<file path="src/rtl/pipe_stage_reg.sv">
// pipe_stage_reg: valid/ready pipeline register with one-entry skid and flush.
// Define PIPE_STAGE_STALL_CNT_EN to add the saturating stall_cnt output.
//
// Ports:
//   clk, clr (async high)      clock and reset
//   flush                      sync squash of held entries
//   in_valid/in_ready/in_data  upstream handshake (in_ready is a flop)
//   out_valid/out_ready/out_data downstream handshake (out_data = main reg)
//   stall_cnt [15:0]           only with PIPE_STAGE_STALL_CNT_EN
module pipe_stage_reg #(
  parameter int unsigned      WIDTH     = 32,
  parameter logic [WIDTH-1:0] RESET_VAL = '0
) (
  input  logic             clk,
  input  logic             clr,
  input  logic             flush,
  input  logic             in_valid,
  output logic             in_ready,
  input  logic [WIDTH-1:0] in_data,
  output logic             out_valid,
  input  logic             out_ready,
  output logic [WIDTH-1:0] out_data
`ifdef PIPE_STAGE_STALL_CNT_EN
  ,
  output logic [15:0]      stall_cnt
`endif
);

  // Encoding is {main_v, skid_v} so flags fall out of the state bits.
  typedef enum logic [1:0] {
    EMPTY = 2'b00,
    FULL  = 2'b10,
    SKID  = 2'b11
  } state_e;

  state_e           state_q, state_d;
  logic [WIDTH-1:0] main_q, main_d;
  logic [WIDTH-1:0] skid_q, skid_d;
  logic             accept;
  logic             issue;

  assign in_ready  = ~state_q[0];
  assign out_valid = state_q[1];
  assign out_data  = main_q;

  assign accept = in_valid & in_ready;
  assign issue  = out_valid & out_ready;

  always_comb begin
    state_d = state_q;
    main_d  = main_q;
    skid_d  = skid_q;
    unique case (state_q)
      EMPTY: begin
        if (accept) begin
          main_d  = in_data;
          state_d = FULL;
        end
      end
      FULL: begin
        if (accept && issue) begin
          main_d = in_data;
        end else if (issue) begin
          state_d = EMPTY;
        end else if (accept) begin
          skid_d  = in_data;
          state_d = SKID;
        end
      end
      SKID: begin
        if (issue) begin
          main_d  = skid_q;
          state_d = FULL;
        end
      end
      default: state_d = EMPTY;
    endcase
    // Flush drops all held entries but leaves the payload regs alone.
    if (flush) begin
      state_d = EMPTY;
      main_d  = main_q;
      skid_d  = skid_q;
    end
  end

  always_ff @(posedge clk or posedge clr) begin
    if (clr) begin
      state_q <= EMPTY;
      main_q  <= RESET_VAL;
      skid_q  <= RESET_VAL;
    end else begin
      state_q <= state_d;
      main_q  <= main_d;
      skid_q  <= skid_d;
    end
  end

`ifdef PIPE_STAGE_STALL_CNT_EN
  logic [15:0] stall_cnt_q, stall_cnt_d;

  always_comb begin
    stall_cnt_d = stall_cnt_q;
    if (out_valid && !out_ready && stall_cnt_q != 16'hFFFF) begin
      stall_cnt_d = stall_cnt_q + 16'd1;
    end
  end

  always_ff @(posedge clk or posedge clr) begin
    if (clr) begin
      stall_cnt_q <= 16'd0;
    end else begin
      stall_cnt_q <= stall_cnt_d;
    end
  end

  assign stall_cnt = stall_cnt_q;
`endif

endmodule

</file>
<file path="config.mk">
export PLATFORM = sky130hd
export DESIGN_NAME = pipe_stage_reg
export DESIGN_NICKNAME = d
export VERILOG_FILES = /design/src/rtl/pipe_stage_reg.sv
export SDC_FILE = /design/constraint.sdc
export NUM_CORES = 1
export LEC_CHECK = 0
export BUFFER_PORTS_ARGS = -buffer_cell sky130_fd_sc_hd__buf_2
export CORE_ASPECT_RATIO = 1.25
export CORE_UTILIZATION = 30
export CTS_BUF_LIST = sky130_fd_sc_hd__clkbuf_16
export DETAILED_ROUTE_END_ITERATION = 6
export PLACE_DENSITY = 0.55
export SYNTH_ARGS = -nofsm -noshare
export SYNTH_HDL_FRONTEND = slang
export SYNTH_SLANG_ARGS = --single-unit
</file>
<file path="constraint.sdc">
create_clock -name clk -period 2.3 [get_ports clk]
set_clock_uncertainty 0.1 [all_clocks]
set_input_delay 0.115 -clock clk [delete_from_list [all_inputs] [get_ports clk]]
set_output_delay 0.115 -clock clk [all_outputs]
set_load 0.02 [all_outputs]
</file>
Word-level counts from Yosys, hierarchy flattened. Cells that the tools add are included.

Equal/unequal tests: 9. Multiplexer cells: 11. Bitwise operators: 6. Reduce and logical (&&, ||, !) cells: 6.

Operators by type and width (count): 2-to-1 mux 32 bit (3); one-hot mux 32 bit (3 select lines) (1); 2-to-1 mux 2 bit (6); AND reduction 5 bit (2); inequality test 3 bit, second input constant (3); inequality test 2 bit, second input constant (3); one-hot mux 2 bit (3 select lines) (1); equality test 2 bit, second input constant (2); inequality test 4 bit, second input constant (1); inverter 1 bit (4); AND reduction 4 bit (1); nonzero test 3 bit (1); bitwise AND 1 bit (2); zero test 2 bit (1); logical AND 1 bit (1).

Register bits after elaboration: 66. Input bits: 37. Logic and storage cells: 35.

Depth between registers and ports, before layout.
Depth after elaboration: 7. Gate-level depth with buffers: 6. Gate-level depth less buffers: 6.

Least setup slack after synthesis. OpenSTA, ideal clock, no wires.

Path kind: reg-to-reg. Start point: register state_q[1]. End point: register main_q[0], in the netlist out_data[0]. Data arrival time: 1.795 ns. Required time: 2.075 ns. Slack: 0.280 ns. Stages on the path, launching flop included: 6. Buffers on the path: 2. Clock period less this slack: 2.020 ns. Path through: dfrtp_1 -> ha_1 -> clkbuf_1 -> buf_2 -> mux2_2 -> mux2_4.

Longest elaborated chain between the ends: 4. Elaborated cells between the ends (all ways): 11.

RTL lines: from (decl) (line 36) `state_e state_q, state_d;`; from (signal assigned) (line 92) `state_q <= state_d;`; bitwise AND 1 bit (line 47) `assign issue = out_valid & out_ready;`; logical AND 1 bit (line 61) `if (accept && issue) begin`; inequality test 2 bit (no line); AND reduction 5 bit (no line); to (signal assigned) (line 93) `main_q <= main_d;`; to (decl) (line 37) `logic [WIDTH-1:0] main_q, main_d;`.

Parallel ways exist; a longest one is shown, timed or not. A chain may end at the register's enable or synchronous reset.

Worst setup path in the final report.
Start point: register state_q[1]. End point: register main_q[22], in the netlist out_data[22].

Same word-level chain as after synthesis.

==> impl.org <==
** Flow run
- Max-cap violations in this run came to 0.

** Pwr
- Combinational cell fraction of total power :: 41.6%
- Cell-internal power :: 3.71 mW
- Net switching is 32.9% of the power.
- Clock power share :: 21.0%
- Total power per unit cell area :: 1310 nW/um^2
- For this design the static power due to leakage is 1.99 nW.
- Power dissipated by switching net loads :: 1.82 mW
- Sequential group share of total power :: 37.4%
- The worst-case IR drop observed on VDD is 495 uV.

** Synthesis
- Synthesized flop and latch total :: 66
- In the synthesized netlist the dominant register cell turns out to be dfrtp_1.
- Of the synthesized area, sequential elements account for 52.8%.
- The average instance in the mapped netlist occupies 15.6 um^2.
- The number of nets in the synthesized netlist is 242.
- After synthesis, the share of flip-flops with an asynchronous set or reset is 100%.
- Number of enable-type register cells in the synthesized netlist :: 0
- Post-Synthesis Cell Area :: 3130 um^2
- Number of synthesis warnings :: 0
- Distinct cell type count of the synthesized netlist :: 26
- Synthesized instance count :: 200

** Clocking
- Clock sinks :: between 60 and 70
- Clock tree synthesis selected as its root buffer the cell clkbuf_16.
- CTS hold repair buffers :: 33
- Inserted Clock Buffers :: 9
- Worst-case clock buffer depth :: 2
- CTS tree :: built
- Clock-pin transition on the worst setup and hold timing paths :: 0.05 ns
- The H-tree generated during clock tree synthesis spans 3 levels.
- Post-CTS Repair Setup Buffers :: 0
- In this run, post-CTS repair resized a total of 0 instances.
- Clock Latency Late Sink :: 0.32 ns

** Cells and area
- For this run, the post-layout net count is 352.
- Excluding fillers, the count of instances in the completed layout stands at 442.
- N_diodes :: 0
- Sequential cell area :: 1650 um^2
- Footprint of the multi-input gates :: 1390 um^2
- Compared with the post-synthesis result, the final layout area differs by 34.5%.
- Filler cells :: 970
- Of the cells placed in the final design, the portion with a size suffix greater than 1 is 59.1%.

** STA
- After layout, the minimum clock period comes to a little over 2 ns.
- Final Hold Viols :: 0
- Derived from the worst setup path, the maximum achievable clock frequency is 0.489 GHz.
- Dividing the final minimum period by the clock period gives 88.9%.
- Slew headroom :: 56.8%
- Endpoints failing setup :: 0
- The total count of max-transition violations in the final report was 0.
- Slew of the pin with the lowest slew margin :: 0.647 ns
- Sum of negative setup slack :: 0 ns
- Setup repair after global routing left no endpoint under its margin.

** Global routing
- The first global-routing pass estimated 10.5 mm of wire.
- Total global-route track usage :: around 13%
- Global routing finished with a remaining overflow of 0.
- The initial antenna violation count was 0.
- Entering global routing, the biggest net connects 39 pins.
- The via count of the first global-routing pass was 2,093.

** Critical path
- Kind of end point of the critical path :: flip-flop
- Counting cells, the worst reg-to-reg path comes to 4.
- Together, buffers and inverters on the worst path number 1.
- The critical path is of the reg -> reg type.
- Arrival @ worst endpoint :: 2.15 ns
- Maximum fanout along the worst path :: 16
- Slowest Stage Delay on Critical Path :: between 0.4 and 0.5 ns
- Setup crit start kind :: flip-flop
- Chain of cells forming the critical path :: ha_2, buf_4, mux2_2, mux2_4
- The slowest stage of the critical path is the dfrtp_1 cell.
- In this run the number of cells on the critical path is 4.
- Data required time at the worst endpoint :: between 2 and 2.5 ns
- Cell type group with the largest total delay on the critical path :: multiplexers

** Floorplanning
- For this design the top-level I/O count stands at 71.
- Row generation in the floorplan step produced just over 40 rows.
- Die outline width :: around 93 um
- The region available for standard cell placement spans just over 10,000 um^2.
- Floorplan die area :: between 10,000 and 15,000 um^2
- The die is 116 um tall.
- Once the floorplan was initialized, standard cells occupied 31.0% of the core.

** Place
- The count of buffers added on input and output ports is 70.
- The congestion estimate from routability-driven global placement came to 0.724.
- The HPWL after detailed placement is roughly 4.2 mm.
- Cell Count Post-Placement :: ~400

** Drt
- The first detailed-routing pass ran for 4 iterations.
- Post-detailed-route count of antenna-violating nets :: 0
- Routed wire per std cell :: around 14 um
- Dividing the detail-routed via count by the number of cells gives 4.50.
- In the routed design, unresolved DRC markers number 0.
- Number of DRC markers in iteration 0 :: 33
- Number of vias after detailed routing :: 1,989
- For this block, the routed nets add up to 6.31 mm of wire.

** Run status
- The run finished with clean final reports.

** Min path
- The path class of the tightest hold or removal check is in -> reg.
- Hold Path Stages :: 3
## through the flow
stage / power, mW / util, % / setup slack (ns) / instance area, um^2 / hold slack, ns
floorplan: 3.78 / - / 0.280 / 3130 / 0.150
global placement: 4.31 / 35.9 / 0.263 / 3630 / 0.146
detailed placement: 4.37 / 35.9 / 0.217 / 3630 / 0.140
CTS: 5.61 / 41.6 / 0.215 / 4210 / 0.0395
global route: 5.89 / 41.6 / 0.103 / 4210 / 0.0618
finish: 5.53 / 41.6 / 0.255 / 4210 / 0.0402
## power by group through the flow
stage / clock [mW] / combinational (mW) / sequential (mW)
after floorplan: 0 / 1.39 / 2.39
final: 1.16 / 2.30 / 2.07
after CTS: 1.21 / 2.33 / 2.07
after detailed placement: 0 / 2.28 / 2.08
after global routing: 1.26 / 2.48 / 2.15
after global placement: 0 / 2.25 / 2.06
## kinds of logic after synthesis
kind of cell,count (synthesis),share of synthesized area (%)
flip-flops,66,52.8
AND/OR/NAND/NOR,10,1.84
AO/OA/AOI/OAI,6,1.56
buffers and inverters,15,3.04
multiplexers,98,38.8
adder cells (fa/ha/maj),5,2.00
## layer usage
layer  share of wire, %  vias to the layer above  track usage (%)
li1                   -                      932                -
met1                 45                      999             16.5
met2                 49                       47             20.5
met3                4.3                       11             3.32
met4                1.9                        0             5.85
met5                  0                        -                0
## worst reg2reg max path, cell delays in order (launching register included)
cell and delay (ns):
dfrtp_1 0.46, ha_2 0.39, buf_4 0.33, mux2_2 0.39, mux2_4 0.27
## final cells by class
class / instances / share of cell area, %
well taps: 129 / 3.83
repair buffers: 110 / 17.7
flip-flops and latches: 66 / 39.2
multi-input cells: 119 / 32.9
clock buffers: 9 / 5.35
inverters: 4 / 0.357
clock inverters: 5 / 0.565
## worst paths after layout
kind | slack [ns] | startpoint | to
worst max-delay path | 0.25 | state_q[1] | out_data[22]
worst min-delay path | 0.04 | flush | state_q[1]
worst max register to register | 0.25 | state_q[1] | out_data[22]
worst min register to register | 0.38 | skid_q[14] | skid_q[14]
max in group asynchronous | 1.13 | clr | state_q[0]
min in group asynchronous | 0.34 | clr | out_data[31]
## cell usage in the layout, fill, tap and decap left out, types with 2 or more instances in the layout
cell type,count
buf_2,70
buf_4,6
clkbuf_16,9
clkinv_2,4
dfrtp_1,66
dlygate4sd3_1,33
ha_1,4
inv_1,3
mux2_1,7
mux2_2,59
mux2_4,30
mux2i_1,2
nor2_1,2
## Yosys cell counts (2+ instances only)
cell	instances	area (um^2)
buf_2	4	20.0
buf_4	3	22.5
buf_6	3	33.8
dfrtp_1	66	1650
ha_1	5	62.6
inv_1	4	15.0
mux2_1	7	78.8
mux2_2	59	664
mux2_4	30	450
mux2i_1	2	20.0
nor2_1	2	7.51
## sequential cells by signal, summed over array words and instances (netlist names)
register and cells:
out_data 32, state_q 2, skid_q 32
No activity file was read; power rests on OpenSTA's default activity.
